<file path="src/rtl/conv_mac_sched.sv">
// conv_mac_sched
//   Sequencer for a P-lane convolution MAC array. Once the x buffer holds a
//   full LENX-sample vector, the NOUT = LENX-LENF+1 outputs are processed in
//   groups of P. For each group the block:
//     - issues the shared coefficient addresses and the per-lane x addresses,
//     - drives the accumulator clear/enable,
//     - hands the finished group to the output buffer with a valid/ready handshake.
//   After the last group it releases the x buffer.
//
// Ports
//   clk        clock
//   reset      synchronous reset, active low (0 = reset)
//   x_full     x buffer holds LENX valid samples (looked at only while idle)
//   x_release  one-cycle pulse that frees the x buffer
//   addr_x     per-lane x read address, lane k at [k*ADDRX +: ADDRX]
//   addr_f     coefficient ROM address, shared by all lanes
//   en_acc     MAC accumulate, one cycle behind the address issue
//   clr_acc    MAC accumulator clear
//   wr_valid   group result ready for the output buffer
//   wr_ready   output buffer accepts the group
//   wr_base    output index of lane 0 for the current group
//   wr_mask    bit k set when wr_base+k is a real output (< NOUT)
//   busy       high whenever the sequencer is not idle
//   vec_done   one-cycle pulse after the last group is accepted
module conv_mac_sched #(
    parameter int LENX  = 64,
    parameter int LENF  = 33,
    parameter int P     = 8,
    parameter int ADDRX = 6,
    parameter int ADDRF = 6
) (
    input  logic                 clk,
    input  logic                 reset,
    input  logic                 x_full,
    output logic                 x_release,
    output logic [P*ADDRX-1:0]   addr_x,
    output logic [ADDRF-1:0]     addr_f,
    output logic                 en_acc,
    output logic                 clr_acc,
    output logic                 wr_valid,
    input  logic                 wr_ready,
    output logic [ADDRX-1:0]     wr_base,
    output logic [P-1:0]         wr_mask,
    output logic                 busy,
    output logic                 vec_done
);

    localparam int NOUT = LENX - LENF + 1;
    // One extra bit so base+k+tap can exceed LENX-1 before the clamp.
    localparam int BW   = ADDRX + 1;

    typedef enum logic [2:0] {
        S_IDLE,
        S_SETUP,
        S_ISSUE,
        S_DRAIN1,
        S_DRAIN2,
        S_WRITE,
        S_DONE
    } state_t;

    state_t               state_q, state_d;
    logic [BW-1:0]        base_q, base_d;
    logic [ADDRF-1:0]     tap_q, tap_d;

    logic [P*ADDRX-1:0]   addr_x_q, addr_x_d;
    logic [ADDRF-1:0]     addr_f_q, addr_f_d;
    logic                 en_acc_q, en_acc_d;
    logic                 clr_acc_q, clr_acc_d;
    logic                 wr_valid_q, wr_valid_d;
    logic [ADDRX-1:0]     wr_base_q, wr_base_d;
    logic [P-1:0]         wr_mask_q, wr_mask_d;
    logic                 busy_q, busy_d;
    logic                 x_release_q, x_release_d;
    logic                 vec_done_q, vec_done_d;

    // Lane k reads x[min(base+k+tap, LENX-1)]. Lanes past the end of the
    // vector still get a legal address; their results are masked off.
    function automatic logic [P*ADDRX-1:0] lane_addrs(input logic [BW-1:0]    base,
                                                      input logic [ADDRF-1:0] tap);
        logic [P*ADDRX-1:0] a;
        logic [BW-1:0]      s;
        a = '0;
        for (int k = 0; k < P; k++) begin
            s = base + BW'(k) + BW'(tap);
            if (s > BW'(LENX - 1)) begin
                s = BW'(LENX - 1);
            end
            a[k*ADDRX +: ADDRX] = s[ADDRX-1:0];
        end
        return a;
    endfunction

    function automatic logic [P-1:0] group_mask(input logic [BW-1:0] base);
        logic [P-1:0] m;
        m = '0;
        for (int k = 0; k < P; k++) begin
            m[k] = (int'(base) + k) < NOUT;
        end
        return m;
    endfunction

    always_comb begin
        state_d = state_q;
        base_d  = base_q;
        tap_d   = tap_q;

        case (state_q)
            S_IDLE: begin
                if (x_full) begin
                    state_d = S_SETUP;
                    base_d  = '0;
                end
            end
            S_SETUP: begin
                state_d = S_ISSUE;
                tap_d   = '0;
            end
            S_ISSUE: begin
                if (tap_q == ADDRF'(LENF - 1)) begin
                    state_d = S_DRAIN1;
                end else begin
                    tap_d = tap_q + 1'b1;
                end
            end
            S_DRAIN1: state_d = S_DRAIN2;
            S_DRAIN2: state_d = S_WRITE;
            S_WRITE: begin
                if (wr_ready) begin
                    base_d  = base_q + BW'(P);
                    state_d = (base_d < BW'(NOUT)) ? S_SETUP : S_DONE;
                end
            end
            S_DONE: begin
                state_d = S_IDLE;
                base_d  = '0;
            end
            default: state_d = S_IDLE;
        endcase

        // Outputs are registered: they are derived here from the next state
        // so that each output lines up with the state it belongs to.
        x_release_d = 1'b0;
        vec_done_d  = 1'b0;
        clr_acc_d   = 1'b0;
        wr_valid_d  = 1'b0;
        // Read data for an address issued in ISSUE arrives one cycle later.
        en_acc_d    = (state_q == S_ISSUE);
        busy_d      = (state_d != S_IDLE);
        addr_x_d    = addr_x_q;
        addr_f_d    = addr_f_q;
        wr_base_d   = wr_base_q;
        wr_mask_d   = wr_mask_q;

        case (state_d)
            S_IDLE: begin
                clr_acc_d = 1'b1;
                addr_x_d  = '0;
                addr_f_d  = '0;
                wr_base_d = '0;
                wr_mask_d = '0;
            end
            S_SETUP: begin
                clr_acc_d = 1'b1;
                addr_x_d  = '0;
                addr_f_d  = '0;
                wr_base_d = base_d[ADDRX-1:0];
                wr_mask_d = group_mask(base_d);
            end
            S_ISSUE: begin
                addr_f_d = tap_d;
                addr_x_d = lane_addrs(base_d, tap_d);
            end
            S_WRITE: begin
                wr_valid_d = 1'b1;
            end
            S_DONE: begin
                x_release_d = 1'b1;
                vec_done_d  = 1'b1;
                clr_acc_d   = 1'b1;
                addr_x_d    = '0;
                addr_f_d    = '0;
                wr_base_d   = '0;
                wr_mask_d   = '0;
            end
            default: begin
                // DRAIN: addresses frozen, accumulator keeps running.
            end
        endcase
    end

    always_ff @(posedge clk) begin
        if (!reset) begin
            state_q     <= S_IDLE;
            base_q      <= '0;
            tap_q       <= '0;
            addr_x_q    <= '0;
            addr_f_q    <= '0;
            en_acc_q    <= 1'b0;
            clr_acc_q   <= 1'b1;
            wr_valid_q  <= 1'b0;
            wr_base_q   <= '0;
            wr_mask_q   <= '0;
            busy_q      <= 1'b0;
            x_release_q <= 1'b0;
            vec_done_q  <= 1'b0;
        end else begin
            state_q     <= state_d;
            base_q      <= base_d;
            tap_q       <= tap_d;
            addr_x_q    <= addr_x_d;
            addr_f_q    <= addr_f_d;
            en_acc_q    <= en_acc_d;
            clr_acc_q   <= clr_acc_d;
            wr_valid_q  <= wr_valid_d;
            wr_base_q   <= wr_base_d;
            wr_mask_q   <= wr_mask_d;
            busy_q      <= busy_d;
            x_release_q <= x_release_d;
            vec_done_q  <= vec_done_d;
        end
    end

    assign addr_x    = addr_x_q;
    assign addr_f    = addr_f_q;
    assign en_acc    = en_acc_q;
    assign clr_acc   = clr_acc_q;
    assign wr_valid  = wr_valid_q;
    assign wr_base   = wr_base_q;
    assign wr_mask   = wr_mask_q;
    assign busy      = busy_q;
    assign x_release = x_release_q;
    assign vec_done  = vec_done_q;

endmodule

</file>
<file path="config.mk">
export PLATFORM = sky130hd
export DESIGN_NAME = conv_mac_sched
export DESIGN_NICKNAME = d
export VERILOG_FILES = /design/src/rtl/conv_mac_sched.sv
export SDC_FILE = /design/constraint.sdc
export NUM_CORES = 1
export LEC_CHECK = 0
export ABC_AREA = 1
export ABC_CLOCK_PERIOD_IN_PS = 4670
export BUFFER_PORTS_ARGS = -buffer_cell sky130_fd_sc_hd__buf_2
export CORE_ASPECT_RATIO = 1.75
export CORE_MARGIN = 5
export CORE_UTILIZATION = 50
export DETAILED_ROUTE_END_ITERATION = 8
export GPL_TIMING_DRIVEN = 0
export PLACE_DENSITY = 0.73
export SKIP_CTS_REPAIR_TIMING = 1
export SLEW_MARGIN = 20
export SYNTH_ARGS = -nofsm -noshare
export SYNTH_HDL_FRONTEND = slang
export SYNTH_SLANG_ARGS = --single-unit
</file>
<file path="constraint.sdc">
create_clock -name clk -period 4.67 [get_ports clk]
set_input_delay 0.934 -clock clk [delete_from_list [all_inputs] [get_ports clk]]
set_output_delay 0.934 -clock clk [all_outputs]
set_load 0.005 [all_outputs]
</file>
==> Word level (Yosys, flattened, before mapping) <==
Index checks and enable logic that the tools add are counted.
{ "word_totals": {"register_bits": 89} }
{ "op_classes": {"muxes": 25, "reduce_logical": 7, "addsub": 24, "magnitude_cmp": 17, "eq_ne": 11} }
{ "op_table": {"columns": ["operator", "n"], "rows": [
  ["$pmux W48 S2", 1],
  ["$add A7 B6 Y7", 8],
  ["$gt A7 B6 Y1 const B", 8],
  ["$lt A8 B6 Y1 const B", 7],
  ["$mux W6", 9],
  ["$pmux W6 S2", 3],
  ["$add A7 B3 Y8 const B", 4],
  ["$add A7 B3 Y7 const B", 4],
  ["$pmux W7 S3", 1],
  ["$pmux W3 S6", 1],
  ["$add A7 B2 Y8 const B", 2],
  ["$pmux W8 S2", 1],
  ["$eq A3 B3 Y1 const B", 5],
  ["$add A7 B2 Y7 const B", 2],
  ["$lt A7 B6 Y1 const B", 2],
  ["$mux W7", 2],
  ["$mux W3", 4],
  ["$eq A3 B2 Y1 const B", 3],
  ["$add A7 B1 Y8 const B", 1],
  ["$add A7 B1 Y7 const B", 1],
  ["$add A7 B4 Y7 const B", 1],
  ["$add A6 B1 Y6 const B", 1],
  ["$eq A3 B1 Y1 const B", 2],
  ["$eq A6 B6 Y1 const B", 1],
  ["6 further kinds", 10]
]} }

==> Longest topological paths before layout <==
{ "depth": {"depth_word": 8, "depth_mapped": 20, "ltp_nobuf": 20} }

==> Worst setup path after synthesis <==
No wires, ideal clock.
{ "synth_path": {"kind": "input to register", "startpoint": "in wr_ready", "endpoint": "reg addr_x_q[39] (netlist: addr_x[39])", "required_ns": 4.596, "n_path_buf": 1, "stages": 13, "path_slack_ns": 1.176, "setup_ns": 0.074, "arrival_ns": 3.420, "cell_sequence": "buf_2 inv_1 nor2_1 a22oi_2 inv_1 ha_1 fa_1 a21oi_1 o21ai_0 a21oi_1 xor2_2 a21oi_1 o21ai_0"} }
{ "synth_via": {"elab_chain_cells": 7, "word_cells_on_any_way": 15, "classes_between": "2 x add/sub; 1 x order compare; 3 x eq/ne; 6 x mux; 3 x reduce/logical"} }
{ "synth_lines": {"columns": ["item", "line_no", "rtl"], "rows": [
  ["from (decl)", "41", "input logic wr_ready,"],
  ["$mux W7", "129", "if (wr_ready) begin"],
  ["$pmux W7 S3", "108", "case (state_q)"],
  ["via base_d[4]", "63", "logic [BW-1:0] base_q, base_d;"],
  ["$add A7 B3 Y7", "85", "s = base + BW'(k) + BW'(tap);"],
  ["$add A7 B6 Y7", "85", null],
  ["$gt A7 B6 Y1", "86", "if (s > BW'(LENX - 1)) begin"],
  ["$mux W6", "86", null],
  ["$pmux W48 S2", "155", "case (state_d)"],
  ["to (signal assigned)", "211", "addr_x_q <= addr_x_d;"],
  ["to (decl)", "66", "logic [P*ADDRX-1:0] addr_x_q, addr_x_d;"]
]} }
The timed path passes the listed nets, and every way through them passes these cells.
A chain may end at the register's enable or synchronous reset.

==> Worst setup path in the final report <==
{ "layout_path": {"startpoint": "reg state_q[2]", "endpoint": "reg addr_x_q[25] (netlist: addr_x[25])"} }
{ "layout_via": {"word_cells_on_any_way": 24, "classes_between": "2 x add/sub; 1 x order compare; 9 x eq/ne; 8 x mux; 4 x reduce/logical"} }
{ "layout_rtl": {"columns": ["item", "line_no", "rtl"], "rows": [
  ["from (decl)", "62", "state_t state_q, state_d;"],
  ["from (signal assigned)", "208", "state_q <= state_d;"],
  ["$eq A3 B2 Y1 or $eq A3 B1 Y1 (tied branches)", "108", null],
  ["$pmux W6 S2 *", "108", null],
  ["via tap_d[1]", "64", "logic [ADDRF-1:0] tap_q, tap_d;"],
  ["$add A7 B6 Y7 *", "85", null],
  ["$gt A7 B6 Y1", "86", null],
  ["$mux W6 *", "86", null],
  ["$pmux W48 S2 *", "155", null]
]} }
The timed path passes the listed nets; every way through them passes the cells marked *.

==> metrics.cfg <==
[synth]
synth_edf_count = 0
yosys_warnings = 0
synthTopCellsByArea = dfxtp_1 35%, nand2_1 9.6%, nand3_1 6.8%
synthAdderAreaFrac = 0.102
yosysTopAreaCellShare = 0.352
synth-simple-area-share = 0.276
synth-seq-area-share = 0.352
synth_cells = 691
synth_top_family_by_area = simple AND/OR/NAND/NOR gates
synth-xor-area-share = 0.0385
synth.area.mux_share = 0
synth-main-ff-cell = dfxtp_1
yosysTopAreaCell = dfxtp_1
yosysMostFrequentCell = nand2_1
synth_compound_area_frac = 0.147
netlist_top_cells_count = 129 x nand2_1, 89 x dfxtp_1, 77 x inv_1
synthesis.nets = 731
syn_area_per_cell_um2 = 7.33
yosysUniqueCellTypes = 38
synthesis.area_mm2 = 0.00507
synthArstFlopShare = 0
synth-seq-cells = 89

[final_layout]
diodes = 0
drive_above_1_share = 0.201
nFillCells = 911
fin_area_mm2 = 0.00589
nets = 818
syn2layout_area_growth_pct = 16.1

[drt]
via_per_inst = 5.39
drt-initial-drc-count = 234
wl_per_cell_um = 15.3
vias = 4898
drc_errors = 1
routed_wl_mm = 13.9
dr.pass1.iters = 7
ant_nets = 0

[floorplanning]
io_pins = 78
core_area_mm2 = 0.00991
dieArea_mm2 = 0.0123
die_w_um = 86.1
die_y_um = 143
initial_core_util = 0.511
row_count = 48

[clock_tree]
numCtsBuffers = 9
clockRootBuffer = clkbuf_16
htree_levels = 3
clkTransAtPathRegs_ps = 70
clock_latency_ps = 340
cts_tree = done
cts_buffer_depth = 2
clock-sinks = 89

[global_routing]
grt_pass1_vias = 4878
gr-total-overflow = 0
antenna_found_initial = 0
grt_max_degree = 16
grt_pass1_wl_mm = 22.1
grt_use_total = 0.227

[timing]
worst_slack_ps = 580
fin_setup_tns_ps = 0
slew_headroom = 0.509
fmax_mhz = 245
hold_viol = 0
hold_slack_ps = 430
skew_ps = 5.62
tightest_slew_ps = 733
finalMaxSlewViolations = 0
setup_viol = 0
fin_crit_ps = 4090
rsz0062_at_grt = no
fin_crit_sh = 0.876

[worst_setup_path]
required_ps = 4940
endpoint = addr_x[25]
rr_worst_depth = 17
rrSetupSlack_ps = 580
crit_type = reg2reg
timing.rr.start = state_q[2]
r2r-end = addr_x[25]
cp-start-kind = flop
startpoint = state_q[2]
cp_data_arrival_time_ps = 4360
critPathMaxFanout = 8
end_kind = flop

[power_and_ir_drop]
p_seq_frac = 0.448
total_power_mw = 1.82
ir_worst_vdd_mv = 0.341
cellPowerDensity_mw_per_mm2 = 309
switchingPower_mw = 0.541
power_frac_clock = 0.376
switching_share = 0.298
p_leak_nw = 2.86
power_frac_comb = 0.176
internal_power_mw = 1.28

[placed_design]
dpl_cell_area_mm2 = 0.00560
place_ws_ps = 474
io_buffer_count = 76
gp_congestion = 0.911
dp_hpwl_mm = 11.0

[run]
maxCapViolCount = 0

[run_status]
outcome = finished, violations left
violations = design-rule violations

[min_path]
hold_class = reg2reg

placed cells by master, fill, tap and decap left out, drive strengths merged:
master and count:
nand2 144, dfxtp 89, buf 88, inv 85, nand3 73, a21oi 64, nor2 62, o21ai 43
ha 27, clkbuf 24, xor2 12, o22ai 10, or2 10, nand4 9, fa 9, nor3 7
xnor2 6, a32o 5, o211ai 3, clkinv 3, nand3b 2, nor4 2, clkinvlp 2, a21o 1
a22oi 1, o21bai 1, a32oi 1
through the flow:
step	instances	utilization
2_1_floorplan	691	-
3_3_place_gp	892	0.566
3_5_place_dp	892	0.566
4_1_cts	908	0.594
5_1_grt	908	0.594
6_report	908	0.594
how the worst min path moves through the flow:
stage	startpoint	to	slack (ps)	depth (start not counted)
2_1_floorplan	wr_base[5]	wr_base[5]	420	2
3_3_place_gp	wr_base[5]	wr_base[5]	410	2
3_5_place_dp	wr_base[5]	wr_base[5]	420	2
4_1_cts	wr_base[5]	wr_base[5]	430	2
5_1_grt	wr_base[5]	wr_base[5]	470	2
6_report	wr_base[5]	wr_base[5]	430	2
registers in the layout, indices dropped and copies added, names as in the netlist, 3 cells and up:
name     count
addr_f       6
wr_mask      8
base_q       7
addr_x      48
wr_base      6
tap_q        6
state_q      3
worst max-delay path, stage by stage (launching register included):
cell and delay (ps):
dfxtp_1 360, inv_2 120, nand3_2 120, nand2_2 170, inv_1 130, nor2_1 550
inv_1 120, a21oi_1 360, inv_1 240, ha_1 230, inv_1 70, fa_1 460
nand2_1 110, nor2_1 60, a21oi_1 250, xor2_2 290, o21ai_0 180, a21oi_1 190
power by group through the flow:
| stage | logic, mW | clock network [mW] | registers, mW |
|---|---|---|---|
| CTS | 0.321 | 0.693 | 0.813 |
| global placement | 0.311 | 0 | 0.829 |
| global route | 0.355 | 0.724 | 0.817 |
| detailed placement | 0.318 | 0 | 0.830 |
| floorplan | 0.210 | 0 | 0.832 |
| finish | 0.319 | 0.683 | 0.813 |
logic make-up after synthesis:
group / Yosys count
simple gates: 309
compound gates: 129
buf+inv: 110
flops: 89
fa+ha+maj: 36
xor+xnor: 18
routing by layer:
layer	vias to the layer above	routed length, µm	global-route usage
met2	145	7460	0.431
li1	2436	-	-
met4	0	919	0.156
met5	-	0	0
met3	51	676	0.0346
met1	2266	4810	0.217
layout make-up:
class,count,area [µm²],share of cell area
Multi-Input combinational cell,492,2860,0.485
Inverter,84,315,0.0536
Buffer,26,115,0.0196
Sequential cell,89,1780,0.303
Tap cell,125,156,0.0266
Clock inverter,6,42.5,0.00723
Timing Repair Buffer,76,380,0.0646
Clock buffer,10,239,0.0406
Power figures use the tool's default switching activity.
